--- src/rtl/op_dispatch_if.sv ---
// Handshake bundle between the op dispatcher and the switch/LED/mode logic.
interface op_dispatch_if;
  logic [2:0] op;
  logic       confirm;
  logic [4:0] done;
  logic [4:0] start;
  logic [2:0] active_op;
  logic       busy;
  logic       err;
  logic [1:0] err_code;

  modport master (
    output op, confirm, done,
    input  start, active_op, busy, err, err_code
  );

  modport slave (
    input  op, confirm, done,
    output start, active_op, busy, err, err_code
  );
endinterface

--- src/rtl/op_dispatch_controller.sv ---
// Top-level mode sequencer: waits for a stable op, pulses one start,
// then tracks done, timeout and op changes while the mode runs.
module op_dispatch_controller #(
  parameter int unsigned STABLE_CYCLES   = 16,
  parameter int unsigned TIMEOUT_CYCLES  = 1000000,
  parameter int unsigned ERR_HOLD_CYCLES = 50000000
) (
  input logic          clk,
  input logic          rst,
  op_dispatch_if.slave bus
);

  localparam int SW = $clog2(STABLE_CYCLES + 1);
  localparam int TW = (TIMEOUT_CYCLES > 1) ? $clog2(TIMEOUT_CYCLES) : 1;
  localparam int EW = (ERR_HOLD_CYCLES > 1) ? $clog2(ERR_HOLD_CYCLES) : 1;

  localparam logic [SW-1:0] STAB_MAX = SW'(STABLE_CYCLES);
  localparam logic [TW-1:0] TMO_LAST = TW'(TIMEOUT_CYCLES - 1);
  localparam logic [EW-1:0] ERR_LAST = EW'(ERR_HOLD_CYCLES - 1);
  localparam bit            TMO_EN   = (TIMEOUT_CYCLES != 0);

  localparam logic [2:0] S_IDLE   = 3'd0;
  localparam logic [2:0] S_SETTLE = 3'd1;
  localparam logic [2:0] S_DISP   = 3'd2;
  localparam logic [2:0] S_WAIT   = 3'd3;
  localparam logic [2:0] S_ERR    = 3'd4;

  logic [2:0]    state_q, state_d;
  logic [2:0]    op_q, op_d;
  logic [SW-1:0] stab_q, stab_d;
  logic          confirm_q, confirm_d;
  logic [2:0]    act_q, act_d;
  logic [1:0]    code_q, code_d;
  logic [TW-1:0] tmo_q, tmo_d;
  logic          chg_q, chg_d;
  logic [EW-1:0] ecnt_q, ecnt_d;

  logic       stable;
  logic       cedge;
  logic       op_ok;
  logic       op_diff;
  logic       done_hit;
  logic [4:0] sel;

  function automatic logic [4:0] op_sel(input logic [2:0] o);
    logic [4:0] r;
    case (o)
      3'd1:    r = 5'b00001;
      3'd2:    r = 5'b00010;
      3'd3:    r = 5'b00100;
      3'd4:    r = 5'b01000;
      3'd5:    r = 5'b10000;
      default: r = 5'b00000;
    endcase
    return r;
  endfunction

  assign stable   = (stab_q == STAB_MAX);
  assign cedge    = bus.confirm & ~confirm_q;
  assign op_ok    = (bus.op != 3'd0) && (bus.op <= 3'd5);
  assign op_diff  = (bus.op != act_q);
  assign sel      = op_sel(act_q);
  assign done_hit = |(bus.done & sel);

  always_comb begin
    state_d   = state_q;
    op_d      = bus.op;
    confirm_d = bus.confirm;
    act_d     = act_q;
    code_d    = code_q;
    tmo_d     = tmo_q;
    chg_d     = chg_q;
    ecnt_d    = ecnt_q;

    if (bus.op != op_q)
      stab_d = '0;
    else if (stable)
      stab_d = stab_q;
    else
      stab_d = stab_q + SW'(1);

    case (state_q)
      S_IDLE: begin
        if (cedge) begin
          state_d = S_SETTLE;
          code_d  = 2'd0;
        end
      end
      S_SETTLE: begin
        if (stable) begin
          if (op_ok) begin
            act_d   = bus.op;
            state_d = S_DISP;
          end else begin
            code_d  = 2'd1;
            ecnt_d  = '0;
            state_d = S_ERR;
          end
        end
      end
      S_DISP: begin
        tmo_d   = '0;
        chg_d   = 1'b0;
        state_d = S_WAIT;
      end
      S_WAIT: begin
        tmo_d = tmo_q + TW'(1);
        if (op_diff)
          chg_d = 1'b1;
        // done beats a same-cycle timeout
        if (done_hit) begin
          act_d = 3'd0;
          if (chg_q || op_diff) begin
            code_d  = 2'd3;
            ecnt_d  = '0;
            state_d = S_ERR;
          end else begin
            code_d  = 2'd0;
            state_d = S_IDLE;
          end
        end else if (TMO_EN && (tmo_q == TMO_LAST)) begin
          act_d   = 3'd0;
          code_d  = 2'd2;
          ecnt_d  = '0;
          state_d = S_ERR;
        end
      end
      S_ERR: begin
        if (ecnt_q == ERR_LAST) begin
          act_d   = 3'd0;
          state_d = S_IDLE;
        end else begin
          ecnt_d = ecnt_q + EW'(1);
        end
      end
      default: begin
        act_d   = 3'd0;
        state_d = S_IDLE;
      end
    endcase
  end

  always_ff @(posedge clk or posedge rst) begin
    if (rst) begin
      state_q   <= S_IDLE;
      op_q      <= 3'd0;
      stab_q    <= '0;
      confirm_q <= 1'b1;
      act_q     <= 3'd0;
      code_q    <= 2'd0;
      tmo_q     <= '0;
      chg_q     <= 1'b0;
      ecnt_q    <= '0;
    end else begin
      state_q   <= state_d;
      op_q      <= op_d;
      stab_q    <= stab_d;
      confirm_q <= confirm_d;
      act_q     <= act_d;
      code_q    <= code_d;
      tmo_q     <= tmo_d;
      chg_q     <= chg_d;
      ecnt_q    <= ecnt_d;
    end
  end

  assign bus.start     = (state_q == S_DISP) ? sel : 5'b00000;
  assign bus.active_op = act_q;
  assign bus.busy      = (state_q == S_SETTLE) || (state_q == S_DISP) ||
                         (state_q == S_WAIT);
  assign bus.err       = (state_q == S_ERR);
  assign bus.err_code  = code_q;

endmodule
--- src/flat_wrapper.sv ---
// flat-port wrapper written by rule: the top's interface ports become plain ports
module op_dispatch_controller_flat 
#(
  parameter int unsigned STABLE_CYCLES   = 16,
  parameter int unsigned TIMEOUT_CYCLES  = 1000000,
  parameter int unsigned ERR_HOLD_CYCLES = 50000000
)
  (clk, rst, bus_op, bus_confirm, bus_done, bus_start, bus_active_op, bus_busy, bus_err, bus_err_code);
  op_dispatch_if bus_i ();
  input logic clk;
  input logic rst;
  input wire logic [$bits(bus_i.op)-1:0] bus_op;
  input wire logic [$bits(bus_i.confirm)-1:0] bus_confirm;
  input wire logic [$bits(bus_i.done)-1:0] bus_done;
  output wire logic [$bits(bus_i.start)-1:0] bus_start;
  output wire logic [$bits(bus_i.active_op)-1:0] bus_active_op;
  output wire logic [$bits(bus_i.busy)-1:0] bus_busy;
  output wire logic [$bits(bus_i.err)-1:0] bus_err;
  output wire logic [$bits(bus_i.err_code)-1:0] bus_err_code;
  assign bus_i.op = bus_op;
  assign bus_i.confirm = bus_confirm;
  assign bus_i.done = bus_done;
  assign bus_start = bus_i.start;
  assign bus_active_op = bus_i.active_op;
  assign bus_busy = bus_i.busy;
  assign bus_err = bus_i.err;
  assign bus_err_code = bus_i.err_code;
  op_dispatch_controller #(.STABLE_CYCLES(STABLE_CYCLES), .TIMEOUT_CYCLES(TIMEOUT_CYCLES), .ERR_HOLD_CYCLES(ERR_HOLD_CYCLES)) u_core (.clk(clk), .rst(rst), .bus(bus_i));
endmodule
--- config.mk ---
export PLATFORM = sky130hd
export DESIGN_NAME = op_dispatch_controller_flat
export DESIGN_NICKNAME = d
export VERILOG_FILES = /design/src/rtl/op_dispatch_if.sv /design/src/rtl/op_dispatch_controller.sv /design/src/flat_wrapper.sv
export SDC_FILE = /design/constraint.sdc
export NUM_CORES = 1
export LEC_CHECK = 0
export ABC_AREA = 1
export ABC_CLOCK_PERIOD_IN_PS = 2100
export CAP_MARGIN = 10
export CORE_AREA = 2 2 86 88
export CTS_CLUSTER_SIZE = 25
export DETAILED_ROUTE_END_ITERATION = 10
export DIE_AREA = 0 0 88 90
export PLACE_DENSITY_LB_ADDON = 0.15
export SKIP_LAST_GASP = 1
export SLEW_MARGIN = 5
export SYNTH_ARGS = -nofsm -noshare
export SYNTH_HDL_FRONTEND = slang
export SYNTH_SLANG_ARGS = --single-unit
--- constraint.sdc ---
create_clock -name clk -period 2.1 [get_ports clk]
set_clock_uncertainty 0.05 [all_clocks]
set_input_delay 0.21 -clock clk [delete_from_list [all_inputs] [get_ports clk]]
set_output_delay 0.21 -clock clk [all_outputs]
set_load 0.01 [all_outputs]
# --- Word level (Yosys, flattened, before mapping) ---
# Cells that the tools add are included.
word_totals:
  ff_bits: 64
  latch_bits: 0
  mem_bits_rw: 0
  rom_bits: 0
  input_bits: 11
  out_inout_bits: 12
  mem_count: 0
op_classes:
  n_addsub: 3
  mul: 0
  div_mod_pow: 0
  order_cmp: 1
  n_eq_ne: 24
  shifts: 0
  mux: 34
  bitwise: 4
  reduce_logical: 16
ops:
  columns: ["operator", "count"]
  rows:
  - ["two-way mux 26 bit", 6]
  - ["one-hot mux 26 bit (3 select lines)", 1]
  - ["one-hot mux 20 bit (2 select lines)", 1]
  - ["two-way mux 3 bit", 11]
  - ["adder 26 x 1 -> 26 bit, second input constant", 1]
  - ["== test 26 bit, second input constant", 1]
  - ["one-hot mux 5 bit (5 select lines)", 1]
  - ["adder 20 x 1 -> 20 bit, second input constant", 1]
  - ["== test 20 bit, second input constant", 1]
  - ["two-way mux 5 bit", 3]
  - ["one-hot mux 3 bit (5 select lines)", 1]
  - ["== test 3 x 2 -> 1 bit, second input constant", 4]
  - ["two-way mux 2 bit", 6]
  - ["one-hot mux 3 bit (4 select lines)", 1]
  - ["inequality test 2 x 1 -> 1 bit, second input constant", 5]
  - ["AND reduction 5 bit", 2]
  - ["== test 3 bit, second input constant", 3]
  - ["nonzero test 3 bit", 3]
  - ["== test 3 x 1 -> 1 bit, second input constant", 2]
  - ["inequality test 2 bit, second input constant", 3]
  - ["inequality test 3 bit", 2]
  - ["one-hot mux 2 bit (3 select lines)", 1]
  - ["AND reduction 6 bit", 1]
  - ["adder 5 x 1 -> 5 bit, second input constant", 1]
  - ["17 further kinds", 20]

# --- Depth between registers and ports, before layout ---
logic_depth:
  word_depth: 6
  depth_mapped: 12
  depth_no_buf: 11

# --- Worst setup path after synthesis ---
# OpenSTA, ideal clock, no wires.
synth_timing:
  path_type: "register to register"
  startpoint: "register u_core.stab_q[0]"
  endpoint: "register u_core.ecnt_q[6]"
  arrival_time_ns: 1.505
  setup_slack_ns: 0.428
  stages_incl_launch_ff: 13
  path_buffers: 1
  period_less_slack_ns: 1.672
  path_cell_list: "dfrtp_1 -> inv_1 -> ha_1 -> nand4_1 -> nand2_2 -> nand2_1 -> nor2_2 -> nand2_2 -> inv_2 -> nand3_4 -> buf_6 -> nand2_1 -> nand2_1"
synth_between:
  elab_chain_len: 3
synth_rtl:
  columns: ["element", "line", "source"]
  rows:
  - ["start, declared", "op_dispatch_controller.sv:30", "logic [SW-1:0] stab_q, stab_d;"]
  - ["start signal, assigned", "op_dispatch_controller.sv:157", "stab_q <= stab_d;"]
  - ["== test 5 bit", "op_dispatch_controller.sv:58", "assign stable = (stab_q == STAB_MAX);"]
  - ["inequality test 2 x 1 -> 1 bit (no source line)", null, null]
  - ["AND reduction 6 bit (no source line)", null, null]
  - ["end signal, assigned", "op_dispatch_controller.sv:163", "ecnt_q <= ecnt_d;"]
  - ["end, declared", "op_dispatch_controller.sv:36", "logic [EW-1:0] ecnt_q, ecnt_d;"]
# No other way between the ends.
# A chain may end at the register's enable or synchronous reset.

# --- Final worst setup path ---
layout_timing:
  startpoint: "register u_core.state_q[1]"
  endpoint: "output bus_err"
layout_between:
  elab_chain_len: 1
layout_rtl:
  columns: ["element", "line", "source"]
  rows:
  - ["start, declared", "op_dispatch_controller.sv:28", "logic [2:0] state_q, state_d;"]
  - ["start signal, assigned", "op_dispatch_controller.sv:155", "state_q <= state_d;"]
  - ["== test 3 bit", "op_dispatch_controller.sv:171", "assign bus.err = (state_q == S_ERR);"]
  - ["end, declared", "flat_wrapper.sv:18", "output wire logic [$bits(bus_i.err)-1:0] bus_err;"]
# No other way between the ends.

==> flow_metrics.tcl <==
set metrics [dict create \
    status "finished clean" \
    synth.top_cell.area_share_pct 38.5 \
    synth_top_area_cell "dfrtp_1" \
    grt_usage_pct 24.7 \
    die_w_um 88 \
    grt_max_degree 65 \
    synth_ff_type "dfrtp_1" \
    fin_crit_sh_pct 95.3 \
    synth-edff-count 0 \
    p_int_w 0.00251 \
    netlist_instances 604 \
    async_flop_share_pct 100 \
    r2r-start "u_core.stab_q[0]" \
    clk_pin_slew_ps 70 \
    initialDrtViolationCount 288 \
    start_util_pct 58.3 \
    setup-tns-final_ps 0 \
    cp-start-kind "register" \
    synth_seq_area_share_pct 39.2 \
    finalPower_w 0.00436 \
    hp-class "in2async" \
    avgSynthCellArea_um2 6.78 \
    crit_type "reg2out" \
    maxSlewHeadroom_pct 68.7 \
    ant_nets 0 \
    io_pins 23 \
    hold_slack_ps 206 \
    p_sw_w 0.00186 \
    end_kind "output port" \
    core_area_mm2 0.00702 \
    cts_htree_levels 3 \
    drt-total-wl_um 9580 \
    portBuffers 22 \
    fin_crit_ps 2000 \
    vias 3913 \
    synth.distinct_cells 33 \
    numClockSinks 64 \
    pwr-share-clk_pct 20.5 \
    ir_worst_vdd_mv 0.436 \
    wl_per_cell_um 12.9 \
    slew_viol_final 0 \
    vias_per_cell 5.28 \
    combPwrFrac_pct 40.1 \
    r2r_setup_slack_ps 140 \
    arrival_ps 1740 \
    cp.required_ps 1840 \
    synth_most_common_cell "nand2_1" \
    finalSetupViolCount 0 \
    rows 31 \
    synth_warnings 0 \
    antenna_found_initial 0 \
    sequentialPowerShare_pct 39.4 \
    netlist_area_mm2 0.00409 \
    synth_area_leaders "dfrtp_1 39%, nand2_1 18%, nor2_1 7.9%" \
    setup_slack_ps 99.2 \
    drive_above_1_share_pct 10.9 \
    cts_root_buf "clkbuf_8" \
    num_antenna_cells 0 \
    p_leak_nw 2.10 \
    r2r_end "u_core.ecnt_q[20]" \
    powerDensity_mw_per_mm2 932 \
    r2r_cells 11 \
    finalHoldViolCount 0 \
    switching_share_pct 42.6 \
    clk_latency_ps 330 \
    fp.dieArea_mm2 0.00792 \
    cts_tree "yes" \
    cts_buffer_depth 2 \
    final_util_pct 66.7 \
    fmax_ghz 0.500 \
    cts_buffers 9 \
    ys_top_cells_by_count "201 x nand2_1, 86 x nor2_1, 63 x dfrtp_1" \
    area_delta_synth_final_pct 14.5 \
    place_ws_ps 20.8 \
    grt_pass1_vias 3565 \
    ys_ff_latch 64 \
    fin_nets 654 \
    die_h_um 90 \
    dp_hpwl_um 6610 \
    dr.pass1.iters 5 \
    drc 0 \
    drv_cap 0 \
    crit_path_max_fanout 6 \
    tightestPinTransition_ps 465 \
    gp_congestion 0.901 \
    grt_overflow 0 \
    syn-num-nets 619 \
    grt_pass1_wl_um 15800 \
]
## what timing repair did
| item | in CTS | in global routing |
|---|---|---|
| hold buffers | 0 | 0 |
| gates cloned | 0 | 2 |
| setup endpoints to repair | 13 | 32 |
| buffers inserted | 0 | 2 |
| pin swaps | 0 | 1 |
| gates resized for setup | 6 | 8 |
## worst max-delay path, cell delays in order, from the launching register on
cell and delay (ps):
dfrtp_1 450, nor2_2 170, nand2_2 100, inv_2 140, clkdlybuf4s50_1 550
## metrics by stage
stage                     cell area (um^2)  std cells
after global routing                  4680        741
after floorplan                       4090        604
after detailed placement              4460        723
final                                 4680        741
after global placement                4460        723
after CTS                             4610        737
## registers in the layout, indices dropped and copies added (netlist names)
register,count
u_core.tmo_q,20
u_core.op_q,3
u_core.confirm_q,1
u_core.chg_q,1
u_core.stab_q,5
u_core.ecnt_q,26
u_core.state_q,3
u_core.bus.err_code,2
u_core.bus.active_op,3
## layout make-up
| type | instances | area (um^2) |
|---|---|---|
| flip-flops and latches | 64 | 1600 |
| multi-input cells | 462 | 2220 |
| clock buffers | 10 | 138 |
| inverters | 69 | 259 |
| well taps | 99 | 124 |
| repair buffers | 33 | 322 |
| fillers | 617 | 2340 |
| clock inverters | 4 | 22.5 |
## power by group through the flow
| stage | clock, W | sequential [W] | combinational (W) |
|---|---|---|---|
| floorplan | 0 | 0.00163 | 0.00122 |
| global placement | 0 | 0.00171 | 0.00159 |
| finish | 0.000895 | 0.00172 | 0.00175 |
| CTS | 0.000919 | 0.00170 | 0.00164 |
| global route | 0.000987 | 0.00174 | 0.00194 |
| detailed placement | 0 | 0.00171 | 0.00162 |
## cells in the final DEF (no fill, tap or decap), types with 2 or more instances in the layout
master | synthesis | layout
nand2_1 | 201 | 201
buf_4 | 1 | 9
dfrtp_1 | 63 | 62
nand3_2 | 2 | 3
xor2_1 | 5 | 5
xnor2_1 | 10 | 10
inv_1 | 61 | 59
a21oi_1 | 11 | 11
clkinv_2 | 0 | 3
nor2_2 | 7 | 9
ha_1 | 4 | 3
inv_2 | 8 | 10
o211ai_1 | 2 | 2
nand2_2 | 4 | 4
clkdlybuf4s50_1 | 0 | 17
nand3_4 | 2 | 4
or2_2 | 6 | 6
nand3_1 | 62 | 61
nor3_1 | 9 | 9
o21ai_0 | 28 | 28
dlygate4sd2_1 | 0 | 5
clkbuf_8 | 0 | 10
buf_12 | 0 | 2
nor2_4 | 3 | 3
nor4_1 | 4 | 4
nor2_1 | 86 | 84
nand4_1 | 7 | 7
## kinds of logic (layout without fill, tap and decap cells)
group,Yosys count,in the layout,share of synthesized area (%)
fa+ha+maj,4,4,1.22
xor+xnor,15,15,3.21
flops,64,64,39.2
buf+inv,80,116,8.10
compound gates,45,45,5.90
simple gates,396,398,42.4
## layer usage
metal / vias up / wire length [um] / part of all wire [%] / GRT usage, %
met2: 98 / 4350 / 45 / 39.5
met5: - / 0 / 0 / 0
met4: 0 / 216 / 2.3 / 8.33
met1: 1808 / 4540 / 47 / 33.5
met3: 27 / 469 / 4.9 / 4.78
li1: 1980 / - / - / -
## how the worst max path moves through the flow
stage                            from                       to  slack, ps  depth (start not counted)
global route         u_core.stab_q[0]        u_core.ecnt_q[23]        -20                         11
detailed placement   u_core.ecnt_q[0]        u_core.ecnt_q[16]         20                         11
floorplan                         rst  u_core.bus.active_op[0]        240                          1
CTS                 u_core.state_q[0]                  bus_err          1                          4
global placement            bus_op[1]         u_core.ecnt_q[9]        100                         11
finish              u_core.state_q[1]                  bus_err        100                          4
(Power assumes the default switching activity.)
==> edit 1: new RTL, config.mk and constraints unchanged <==
`TIMEOUT_CYCLES` is set to 1000000 in 2 places; all go to 500000.
--- a/src/rtl/op_dispatch_controller.sv
+++ b/src/rtl/op_dispatch_controller.sv
@@ -4,3 +4,3 @@
   parameter int unsigned STABLE_CYCLES   = 16,
-  parameter int unsigned TIMEOUT_CYCLES  = 1000000,
+  parameter int unsigned TIMEOUT_CYCLES  = 500000,
   parameter int unsigned ERR_HOLD_CYCLES = 50000000
--- a/src/flat_wrapper.sv
+++ b/src/flat_wrapper.sv
@@ -4,3 +4,3 @@
   parameter int unsigned STABLE_CYCLES   = 16,
-  parameter int unsigned TIMEOUT_CYCLES  = 1000000,
+  parameter int unsigned TIMEOUT_CYCLES  = 500000,
   parameter int unsigned ERR_HOLD_CYCLES = 50000000
Formal check against the unedited RTL: no difference found for any inputs over 10 cycles, from zero or initial values and one cycle with rst high; that may be too few to reach the edited logic, so the function may still have changed.
==> edit 1 against the unedited design <==
- routed wire length is 1.8% lower
- sequential share of layout area is 0.98 points lower
- core utilization is 0.89 points higher
- total power is 9.2% higher
- sequential cell count is 1 lower
- design area is 1.3% higher
- setup slack worse by 0.074 ns
- first-iteration DRC count is 28% lower
- die area stayed put
- cell count is 1.3% lower
- fmax is 3.5% lower
- synthesized area is 1.0% higher
==> edit 1: results (changes against the unedited design) <==
[pwr]
vdd.ir_drop.worst_mv = 0.5571  ; was 0.4360 mV
leakage_nw = 2.136  ; was 2.100 nW

[setup_path]
r2r_end = u_core.ecnt_q[10]  ; was u_core.ecnt_q[20]
ff2ff_setup_slack_ns = 0.19  ; was 0.14 ns
r2r_start = u_core.stab_q[0]  ; unchanged
path_max_fanout = 9  ; was 6
worst-r2r-cell-count = 12  ; was 11

[global_routing]
grt_pass1_wl_um = 16560  ; was 15790 um
grt_use_total_pct = 26.27  ; was 24.73%
grt_pass1_vias = 3742  ; was 3565
grt_start_max_net_pins = 42  ; was 65

[layout]
drive_above_1_share_pct = 15.35  ; was 10.90%
nFillCells = 598  ; was 617
largest_registers = u_core.ecnt_q: 26 flops, u_core.tmo_q: 19 flops, u_core.stab_q: 5 flops  ; was u_core.ecnt_q: 26 flops, u_core.tmo_q: 20 flops, u_core.stab_q: 5 flops
nNetsFinal = 643  ; was 654

[synth]
synthArstFlopShare_pct = 100.0  ; unchanged
synth_warnings = 0  ; unchanged
synth_cell_types = 36  ; was 33
synth.top_cells.by_area = dfrtp_1 (38%), nand2_1 (16%), nand3_1 (7.5%), nor2_1 (7.4%), inv_1 (4.9%)  ; was dfrtp_1 (39%), nand2_1 (18%), nor2_1 (7.9%), nand3_1 (7.6%), inv_1 (5.6%)
ys_top_cells_by_count = nand2_1 (173), nor2_1 (81), dfrtp_1 (62), nand3_1 (62), inv_1 (54)  ; was nand2_1 (201), nor2_1 (86), dfrtp_1 (63)
ys_seq_area_share_pct = 38.17  ; was 39.16%
synth_fp_nets = 605  ; was 619

[cts]
root_buffer = clkbuf_8  ; unchanged
numCtsBuffers = 9  ; unchanged
cts_buffer_depth = 2  ; unchanged
worstSkewPairLatency_ns = 0.35  ; was 0.33 ns
h-tree-depth = 3  ; unchanged

[routing]
drtIter0Drc = 207  ; was 288
viasPerCell = 5.212  ; was 5.281
finalWirelength_um = 9412  ; was 9584 um

[sta]
maxSlewHeadroom_pct = 64.62  ; was 68.73%
hold_slack_ns = 0.1735  ; was 0.2065 ns

[placed_design]
hpwlAfterDp_um = 7206  ; was 6605 um
io_buffers = 22  ; unchanged
place_congestion = 0.9525  ; was 0.9006

[min_path]
hp-class = in2async  ; unchanged

[status]
status = finished clean  ; unchanged

## edit 1: per-stage QoR
step	worst slack, ns	cells	TNS [ns]	area (um2)
2_1_floorplan	0.2719	590	0	4134
3_3_place_gp	0.1771	715	0	4513
3_5_place_dp	0.1067	715	0	4513
4_1_cts	0.001958	730	0	4727
5_1_grt	-0.04517	731	-0.05606	4747
6_report	0.02556	731	0	4747
## edit 1: cells by family after synthesis
kind of cell | after synthesis | share of synthesized area, %
mux | 1 | 0.2421
compound gates | 39 | 4.964
xor+xnor | 13 | 2.754
fa+ha+maj | 4 | 1.211
flops | 63 | 38.17
simple gates | 394 | 44.28
buf+inv | 76 | 8.384
## edit 1: repair_timing
action	4_1_cts	5_1_grt
endpoints found under the setup margin	6	24
gates resized for setup	8	5
buffers inserted	0	1
cloned	0	0
pin swaps	0	2
## edit 1: layout make-up
type	instances	area [um2]	area share (%)
Timing Repair Buffer	38	369.1	7.775
Tap cell	99	123.9	2.609
Multi-Input combinational cell	451	2217	46.71
Clock inverter	4	70.07	1.476
Sequential cell	63	1579	33.26
Clock buffer	11	141.4	2.978
Inverter	65	246.5	5.192
## edit 1: worst max-delay path by stage
stage / slack (ns) / start / endpoint / depth (start not counted)
after floorplan: 0.27 / rst / u_core.bus.active_op[0] / 1
after CTS: 0.002 / u_core.state_q[0] / bus_err / 4
after global placement: 0.18 / bus_op[1] / u_core.ecnt_q[25] / 9
final: 0.03 / u_core.state_q[0] / bus_err / 4
after detailed placement: 0.11 / bus_op[1] / u_core.ecnt_q[9] / 9
after global routing: -0.05 / u_core.state_q[1] / bus_err / 4
## edit 1: metal layers
layer	global-route usage (%)	part of all wire, %	vias to the layer above
met5	0	0	-
li1	-	-	1947
met2	42.99	49	72
met1	33.14	46	1767
met4	11.79	2.3	0
met3	5.051	3.2	24
## edit 1: where the power goes
| group | internal (mW) | switching (mW) |
|---|---|---|
| logic | 0.770 | 1.14 |
| registers | 1.41 | 0.293 |
| clock network | 0.690 | 0.469 |
| total | 2.87 | 1.90 |
## edit 1: critical path: stages (launching register included)
cell	delay, ns
dfrtp_2	0.46
nor2_4	0.16
nand2_2	0.17
inv_4	0.15
clkdlybuf4s50_1	0.54
==> edit 2: new RTL, config.mk and constraints unchanged <==
Without the edit above. Make the reset (`rst`) synchronous in one clocked block.
--- a/src/rtl/op_dispatch_controller.sv
+++ b/src/rtl/op_dispatch_controller.sv
@@ -142,3 +142,3 @@
 
-  always_ff @(posedge clk or posedge rst) begin
+  always_ff @(posedge clk) begin
     if (rst) begin
Check against the original RTL: differs if rst is asserted again (counterexample within 4 cycles, from zero or initial values and one cycle with rst high); with rst held inactive, the same outputs for 10 cycles.
==> edit 2 against the unedited design <==
- die area unchanged
- setup slack worse by 0.026 ns
- design area grew 1.1%
- first-iteration DRC count decreased by 32%
- non-clock buffer count increased by 2
- total power is 4.8% lower
- synthesized area grew 0.58%
- count of clock-buffer cells in the layout fell by 1
- routed wire length up 5.2%
- sequential share of layout area fell by 7.1 points
- sequential cell count unchanged
- highest routed layer unchanged
==> edit 2: results (changes against the unedited design) <==
[routing]
viasPerCell = 5.408  ; was 5.281
finalWirelength_um = 10090  ; was 9584 um
m1WireLength_um = 4557  ; was 4543 um
drtIter0Drc = 197  ; was 288

[global_routing]
grt_use_total_pct = 26.78  ; was 24.73%
met2_usage_pct = 45.58  ; was 39.46%
grt_pass1_wl_um = 17280  ; was 15790 um
groute.layer.met1.usage_pct = 33.18  ; was 33.49%
grt_start_max_net_pins = 34  ; was 65
met3_usage_pct = 5.418  ; was 4.775%

[layout]
drive_above_1_share_pct = 17.88  ; was 10.90%
nFillCells = 629  ; was 617
multi_input_area_mm2 = 0.002525  ; was 0.002216 mm2

[synth]
syn_area_per_cell_um2 = 6.565  ; was 6.776 um2
ys.flop_type = dfxtp_1  ; was dfrtp_1
synth-compound-area-share_pct = 12.58  ; was 5.900%
synth-adder-area-share_pct = 1.216  ; was 1.223%
synth.top_cells.by_area = dfxtp_1 (31%), nand2_1 (15%), nor2_1 (8.7%), nand3_1 (6.8%), inv_1 (4.7%)  ; was dfrtp_1 (39%), nand2_1 (18%), nor2_1 (7.9%), nand3_1 (7.6%), inv_1 (5.6%)
ys_top_cells_by_count = nand2_1 (161), nor2_1 (95), dfxtp_1 (64)  ; was nand2_1 (201), nor2_1 (86), dfrtp_1 (63)
synth-xor-area-share_pct = 2.675  ; was 3.210%
synth_cell_types = 39  ; was 33
ys_seq_area_share_pct = 31.12  ; was 39.16%
synth_top_area_share_pct = 31.12  ; was 38.52%
synth_fp_nets = 642  ; was 619

[placed_design]
dpl.cell_count = 743  ; was 723
hpwlAfterDp_um = 7213  ; was 6605 um
place_congestion = 0.9344  ; was 0.9006
dpl_worst_slack_ns = 0.06590  ; was 0.02081 ns
placed_cell_area_mm2 = 0.004443  ; was 0.004457 mm2

[setup_path]
path_max_fanout = 7  ; was 6
ff2ff_setup_slack_ns = 0.19  ; was 0.14 ns
crit_arrival_ns = 1.77  ; was 1.74 ns
r2r_start = u_core.ecnt_q[1]  ; was u_core.stab_q[0]

[min_path]
hp-class = in2reg  ; was in2async

[status]
status = finished clean  ; unchanged

[pwr]
p_sw_mw = 1.527  ; was 1.859 mW

[sta]
hold_slack_ns = 0.1805  ; was 0.2065 ns

## edit 2: cell types whose count changed in the layout (fill, tap and decap cells not counted), moves of 19 or more
cell     delta
dfrtp_1    -62
nand2_1    -41
a21oi_1    +24
nand2_2    +21
a21oi_2    +19
dfxtp_1    +61
## edit 2: layout make-up
| type | instances | area share [%] |
|---|---|---|
| Clock buffer | 9 | 2.616 |
| Clock inverter | 7 | 2.537 |
| Inverter | 61 | 4.836 |
| Multi-Input combinational cell | 484 | 53.33 |
| Sequential cell | 64 | 27.14 |
| Tap cell | 99 | 2.616 |
| Timing Repair Buffer | 35 | 6.924 |
## edit 2: logic make-up after synthesis
logic type / Yosys count
AO/OA/AOI/OAI: 82
XOR/XNOR: 10
adder cells (fa/ha/maj): 4
buffers and inverters: 79
flip-flops: 64
AND/OR/NAND/NOR: 388
## edit 2: power groups by stage
stage | Clock, mW | Sequential [mW] | Combinational (mW)
after floorplan | 0 | 1.38 | 1.11
after CTS | 1.33 | 1.42 | 1.36
after global placement | 0 | 1.44 | 1.33
final | 1.31 | 1.44 | 1.40
after global routing | 1.39 | 1.46 | 1.55
after detailed placement | 0 | 1.44 | 1.35
## edit 2: critical path, stage by stage, from the launching register on
cell	delay, ns
dfxtp_1	0.53
nand2_4	0.14
nor4_2	0.17
clkdlybuf4s50_1	0.58
## edit 2: worst max-delay path by stage
stage	start	to	slack (ns)	cells past startpoint
final	u_core.state_q[1]	bus_start[1]	0.07	3
after global routing	u_core.state_q[2]	bus_start[1]	0.01	4
after CTS	u_core.state_q[2]	bus_start[0]	0.005	4
after detailed placement	bus_op[1]	u_core.ecnt_q[5]	0.07	12
after global placement	bus_op[1]	u_core.ecnt_q[21]	0.14	11
after floorplan	u_core.ecnt_q[0]	u_core.ecnt_q[17]	0.31	12
